[src/rtl/counter_seq_ctrl.sv]
// counter_seq_ctrl: sequencer that owns the enable of an up-counter.
// It drives en in bursts of cfg_limit unpaused cycles, repeated cfg_reps
// times, with GAP_CYC unpaused idle cycles between bursts. It also provides
// pause, stop/abort and completion signalling.
//
// Optional feature (macro COUNTER_SEQ_CTRL_CHECK_EN): adds the count input,
// which is the counter's output, and the sticky err output. err flags any busy
// cycle in which count differs from the value implied by the enables issued.
//
// Ports:
//   clk, rst_n          clock (rising edge), async active-low reset
//   start, stop, pause  request, abort, freeze
//   cfg_limit, cfg_reps burst length L and burst count R (sampled at accept)
//   en                  counter enable (registered state gated by live pause)
//   busy                sequence in progress (RUN or GAP)
//   seg_done            last enable cycle of each burst
//   done, abort         one-cycle completion / abort pulses
//   rep_idx             0-based index of current burst
//   count, err          (optional) counter value in, sticky mismatch flag out
module counter_seq_ctrl #(
   parameter int unsigned WIDTH   = 4,
   parameter int unsigned REPS_W  = 4,
   parameter int unsigned GAP_CYC = 2
) (
   input  logic              clk,
   input  logic              rst_n,
   input  logic              start,
   input  logic              stop,
   input  logic              pause,
   input  logic [WIDTH-1:0]  cfg_limit,
   input  logic [REPS_W-1:0] cfg_reps,
`ifdef COUNTER_SEQ_CTRL_CHECK_EN
   input  logic [WIDTH-1:0]  count,
   output logic              err,
`endif
   output logic              en,
   output logic              busy,
   output logic              seg_done,
   output logic              done,
   output logic              abort,
   output logic [REPS_W-1:0] rep_idx
);

   localparam int unsigned GAP_W = (GAP_CYC > 1) ? $clog2(GAP_CYC) : 1;

   typedef enum logic [1:0] {
      S_IDLE = 2'd0,
      S_RUN  = 2'd1,
      S_GAP  = 2'd2,
      S_DONE = 2'd3
   } state_t;

   state_t              state, state_d;
   logic [WIDTH-1:0]    seg_cnt, seg_cnt_d;
   logic [GAP_W-1:0]    gap_cnt, gap_cnt_d;
   logic [REPS_W-1:0]   rep_idx_d;
   logic [WIDTH-1:0]    l_q, l_d;
   logic [REPS_W-1:0]   r_q, r_d;
   logic                abort_d;
   logic                accept_c;

   // State and datapath registers
   always_ff @(posedge clk or negedge rst_n) begin
      if (!rst_n) begin
         state   <= S_IDLE;
         seg_cnt <= '0;
         gap_cnt <= '0;
         rep_idx <= '0;
         l_q     <= '0;
         r_q     <= '0;
         abort   <= 1'b0;
      end else begin
         state   <= state_d;
         seg_cnt <= seg_cnt_d;
         gap_cnt <= gap_cnt_d;
         rep_idx <= rep_idx_d;
         l_q     <= l_d;
         r_q     <= r_d;
         abort   <= abort_d;
      end
   end

   // Next-state and output decode
   always_comb begin
      state_d   = state;
      seg_cnt_d = seg_cnt;
      gap_cnt_d = gap_cnt;
      rep_idx_d = rep_idx;
      l_d       = l_q;
      r_d       = r_q;
      abort_d   = 1'b0;
      accept_c  = 1'b0;

      en       = (state == S_RUN) && !pause;
      busy     = (state == S_RUN) || (state == S_GAP);
      done     = (state == S_DONE);
      seg_done = en && (seg_cnt == (l_q - WIDTH'(1)));

      case (state)
         S_IDLE: begin
            // stop has priority over a simultaneous start
            if (start && !stop) begin
               accept_c  = 1'b1;
               l_d       = cfg_limit;
               r_d       = cfg_reps;
               seg_cnt_d = '0;
               rep_idx_d = '0;
               state_d   = ((cfg_limit == '0) || (cfg_reps == '0)) ? S_DONE : S_RUN;
            end
         end
         S_RUN: begin
            if (stop) begin
               abort_d = 1'b1;
               state_d = S_IDLE;
            end else if (seg_done) begin
               seg_cnt_d = '0;
               if (rep_idx == (r_q - REPS_W'(1))) begin
                  state_d = S_DONE;
               end else begin
                  rep_idx_d = rep_idx + REPS_W'(1);
                  gap_cnt_d = '0;
                  state_d   = S_GAP;
               end
            end else if (en) begin
               seg_cnt_d = seg_cnt + WIDTH'(1);
            end
         end
         S_GAP: begin
            if (stop) begin
               abort_d = 1'b1;
               state_d = S_IDLE;
            end else if (!pause) begin
               if (gap_cnt == GAP_W'(GAP_CYC - 1)) begin
                  gap_cnt_d = '0;
                  state_d   = S_RUN;
               end else begin
                  gap_cnt_d = gap_cnt + GAP_W'(1);
               end
            end
         end
         S_DONE: begin
            state_d = S_IDLE;
         end
         default: begin
            state_d = S_IDLE;
         end
      endcase
   end

`ifdef COUNTER_SEQ_CTRL_CHECK_EN
   logic [WIDTH-1:0] exp_cnt;

   // Shadow of the counter; err is sticky until the next accepted start
   always_ff @(posedge clk or negedge rst_n) begin
      if (!rst_n) begin
         exp_cnt <= '0;
         err     <= 1'b0;
      end else if (accept_c) begin
         exp_cnt <= count;
         err     <= 1'b0;
      end else begin
         exp_cnt <= exp_cnt + WIDTH'(en);
         if (busy && (count != exp_cnt)) begin
            err <= 1'b1;
         end
      end
   end
`endif

endmodule

[config.mk]
export PLATFORM = sky130hd
export DESIGN_NAME = counter_seq_ctrl
export DESIGN_NICKNAME = d
export VERILOG_FILES = /design/src/rtl/counter_seq_ctrl.sv
export SDC_FILE = /design/constraint.sdc
export NUM_CORES = 1
export LEC_CHECK = 0
export ABC_CLOCK_PERIOD_IN_PS = 5100
export CAP_MARGIN = 10
export CORE_UTILIZATION = 40
export DETAILED_ROUTE_END_ITERATION = 8
export GPL_TIMING_DRIVEN = 0
export PLACE_DENSITY = 0.6
export SYNTH_ARGS = -nofsm -noshare
export SYNTH_HDL_FRONTEND = slang
export SYNTH_SLANG_ARGS = --single-unit
[constraint.sdc]
create_clock -name clk -period 5.1 [get_ports clk]
set_clock_uncertainty 0.15 [all_clocks]
set_input_delay 0.765 -clock clk [delete_from_list [all_inputs] [get_ports clk]]
set_output_delay 0.765 -clock clk [all_outputs]
set_load 0.05 [all_outputs]
==> impl_metrics.env <==
export IMPL_required_ns=4.18
export IMPL_numCtsBuffers=3
export IMPL_route_detailed_wl_per_inst_um=13.6
export IMPL_drt_pre_antenna_iters=4
export IMPL_place_port_buffers=20
export IMPL_finalCritPeriodShare_pct=70.9
export IMPL_timing_max_slew_rel_slack_pct=38.0
export IMPL_multi_input_comb_area_um2=746
export IMPL_count_of_endpoints_failing_setup_in_the_final_report=0
export IMPL_cts_max_path_buffers=2
export IMPL_initial_core_util_pct=42.2
export IMPL_worst_path_largest_cell_delay_ns=0.88
export IMPL_run_status="completed"
export IMPL_yosys_warnings=0
export IMPL_pwr_density_cell_mw_per_mm2=576
export IMPL_cts_sinks=20
export IMPL_synth_cell_type_count=37
export IMPL_antenna_cells=0
export IMPL_worst_endpoint_arrival_ns=2.70
export IMPL_global_route_wire_length_before_repair_um=4470
export IMPL_crit_path_end_kind="output port"
export IMPL_syn_cell_area_mm2=0.00129
export IMPL_finish_net_count=179
export IMPL_worstMarginPinSlew_ns=0.927
export IMPL_cellLeakagePower_nw=0.665
export IMPL_post_synth_cell_area_avg_um2=9.76
export IMPL_row_count=20
export IMPL_num_fill_cells=312
export IMPL_grt_util_all_layers_pct=17.4
export IMPL_rr_startpoint="state[1]"
export IMPL_crit_path_top_delay_cell="sky130_fd_sc_hd__clkdlybuf4s50_1"
export IMPL_post_cts_hold_buffer_count=0
export IMPL_crit_path_cell_trace="inv_1 -> ha_1 -> nor2b_2 -> nand3_1 -> nor3_4 -> clkdlybuf4s50_1"
export IMPL_finish_instance_area_mm2=0.00158
export IMPL_ys_ff_latch=20
export IMPL_syn_instance_count=132
export IMPL_finalWirelength_um=2710
export IMPL_postSynth_topFlopCell="sky130_fd_sc_hd__dfrtp_1"
export IMPL_crit_path_end="seg_done"
export IMPL_globalRouteOverflowTotal=0
export IMPL_core_region_area_mm2=0.00305
export IMPL_grt_start_max_net_pins=21
export IMPL_vdd_ir_drop_max_uv=351
export IMPL_reg2reg_capture_point="rep_idx[0]"
export IMPL_vias_in_the_first_global_route=1032
export IMPL_drt_antenna_violating_nets=0
export IMPL_dp_hpwl_um=2090
export IMPL_post_layout_total_power_mw=0.911
export IMPL_vias_after_detailed_routing=1059
export IMPL_floorplan_die_height_um=58.8
export IMPL_worst_path_max_fanout=7
export IMPL_drt_iter0_markers=24
export IMPL_period_needed_ns=3.62
export IMPL_worst_setup_path_type="reg2out"
export IMPL_post_cts_resized_instances=0
export IMPL_reg2reg_slack_ns=2.65
export IMPL_clk_latency_ns=0.31
export IMPL_drv_max_cap_violation_count=0
export IMPL_share_of_post_route_cells_with_drive_strength_above_1_pct=11.5
export IMPL_final_max_slew_viol_count=0
export IMPL_die_w_um=58.8
export IMPL_timing_fmax_mhz=277
export IMPL_sequential_area_um2=500
export IMPL_hold_path_class="reg2reg"
export IMPL_timing_hold_violations_final=0
export IMPL_place_congestion=0.729
export IMPL_drt_vias_per_instance=5.30
export IMPL_synth_edff_count=0
export IMPL_synth_nets=154
export IMPL_flow_area_growth_from_synthesis_pct=22.6
export IMPL_postCtsSetupRepairBufs=0
export IMPL_fraction_of_registers_with_async_set_or_reset_after_synthesis_pct=100
export IMPL_ys_seq_area_share_pct=38.8
export IMPL_ioPinCount=22
export IMPL_placedInstanceArea_mm2=0.00154
export IMPL_clock_root_buffer="sky130_fd_sc_hd__clkbuf_4"
export IMPL_remaining_drc_errors=0
export IMPL_r2r_cells=8
export IMPL_rsz0062_at_grt="no"
export IMPL_cp_startpoint="state[1]"
export IMPL_cts_tree="built"
export IMPL_antenna_violations_before_repair=0
export IMPL_cts_max_level=1
export IMPL_die_area_mm2=0.00345
export IMPL_final_setup_tns_ns=0
export IMPL_clkTransAtPathRegs_ns=0.12
export IMPL_worst_setup_path_start_kind="flip-flop"
through the flow:
stage	std cells	setup WS, ns	hold slack, ns	utilization (%)
2_1_floorplan	132	1.95	0.319	-
3_3_place_gp	196	1.70	0.366	50.6
3_5_place_dp	196	1.70	0.370	50.6
4_1_cts	200	1.43	0.399	51.8
5_1_grt	200	1.32	0.422	51.8
6_report	200	1.48	0.398	51.8
synthesized netlist by cell type (2+ instances only):
master | n | share of area [%]
sky130_fd_sc_hd__nor4_1 | 3 | 1.5
sky130_fd_sc_hd__a22o_1 | 2 | 1.4
sky130_fd_sc_hd__ha_1 | 9 | 8.7
sky130_fd_sc_hd__nand3_1 | 9 | 3.5
sky130_fd_sc_hd__a21oi_1 | 6 | 2.3
sky130_fd_sc_hd__dfrtp_1 | 20 | 39
sky130_fd_sc_hd__nand2b_1 | 6 | 2.9
sky130_fd_sc_hd__nand2_1 | 6 | 1.7
sky130_fd_sc_hd__nor2b_1 | 2 | 0.97
sky130_fd_sc_hd__xnor2_1 | 6 | 4.1
sky130_fd_sc_hd__xor2_1 | 6 | 4.1
sky130_fd_sc_hd__inv_1 | 8 | 2.3
sky130_fd_sc_hd__nor3_1 | 7 | 2.7
sky130_fd_sc_hd__mux2_2 | 8 | 7.0
sky130_fd_sc_hd__nor2_1 | 6 | 1.7
sky130_fd_sc_hd__o21ai_0 | 6 | 2.3
sky130_fd_sc_hd__clkbuf_1 | 2 | 0.58
how the worst min path moves through the flow:
stage / startpoint / endpoint / depth (start not counted)
after floorplan: rst_n / abort / 0
after global placement: r_q[3] / r_q[3] / 1
after detailed placement: r_q[3] / r_q[3] / 1
after CTS: r_q[3] / r_q[3] / 1
after global routing: l_q[3] / l_q[3] / 1
final: l_q[3] / l_q[3] / 1
kinds of logic after synthesis:
logic type               after synthesis  share of synthesized area (%)
multiplexers                           9                           7.77
XOR/XNOR                              12                           8.16
AO/OA/AOI/OAI                         23                           11.8
buffers and inverters                 11                           3.30
AND/OR/NAND/NOR                       48                           21.4
flip-flops                            20                           38.8
adder cells (fa/ha/maj)                9                           8.74
critical path: cells and delay by family (launching register included):
family,cells,cell delay [ns]
adders and majority gates,1,0.26
buffers and inverters,2,0.99
and+or+nand+nor,3,0.72
DFF,1,0.43
layer usage:
layer	track usage, %	up-vias	share of wire, %
li1	-	513	-
met1	22.1	517	49
met2	29.4	24	45
met3	2.64	5	3.5
met4	7.48	0	1.6
met5	0	-	0
layout by cell type, fill, tap and decap left out, types with 2 or more instances in the layout:
cell / count
sky130_fd_sc_hd__clkbuf_4: 3
sky130_fd_sc_hd__a22o_1: 2
sky130_fd_sc_hd__mux2_2: 8
sky130_fd_sc_hd__nor4_1: 3
sky130_fd_sc_hd__xor2_1: 6
sky130_fd_sc_hd__clkbuf_1: 2
sky130_fd_sc_hd__nand2b_1: 6
sky130_fd_sc_hd__nor3_1: 7
sky130_fd_sc_hd__nor2b_1: 2
sky130_fd_sc_hd__ha_1: 9
sky130_fd_sc_hd__nor2_1: 6
sky130_fd_sc_hd__clkdlybuf4s50_1: 20
sky130_fd_sc_hd__nand2_1: 6
sky130_fd_sc_hd__nand3_1: 9
sky130_fd_sc_hd__a21oi_1: 6
sky130_fd_sc_hd__xnor2_1: 6
sky130_fd_sc_hd__o21ai_0: 6
sky130_fd_sc_hd__inv_1: 8
sky130_fd_sc_hd__dfrtp_1: 20
power breakdown:
group	switching (mW)	internal (mW)	total, mW
clock	0.0532	0.0436	0.0968
sequential	0.0714	0.225	0.296
combinational	0.288	0.229	0.518
total	0.413	0.498	0.911
area by class of cell:
type                       instances  share of cell area, %
buffer                             3                  0.792
clock buffer                       4                   2.30
inverter                           8                   1.90
multi-input combinational        101                   47.2
sequential                        20                   31.7
tap                               44                   3.48
timing repair buffer              20                   12.7
state kept, by name, summed over array words and instances, names as in the netlist:
| signal | count |
|---|---|
| rep_idx | 4 |
| r_q | 4 |
| abort | 1 |
| state | 2 |
| gap_cnt | 1 |
| l_q | 4 |
| seg_cnt | 4 |
(Power assumes the default switching activity.)
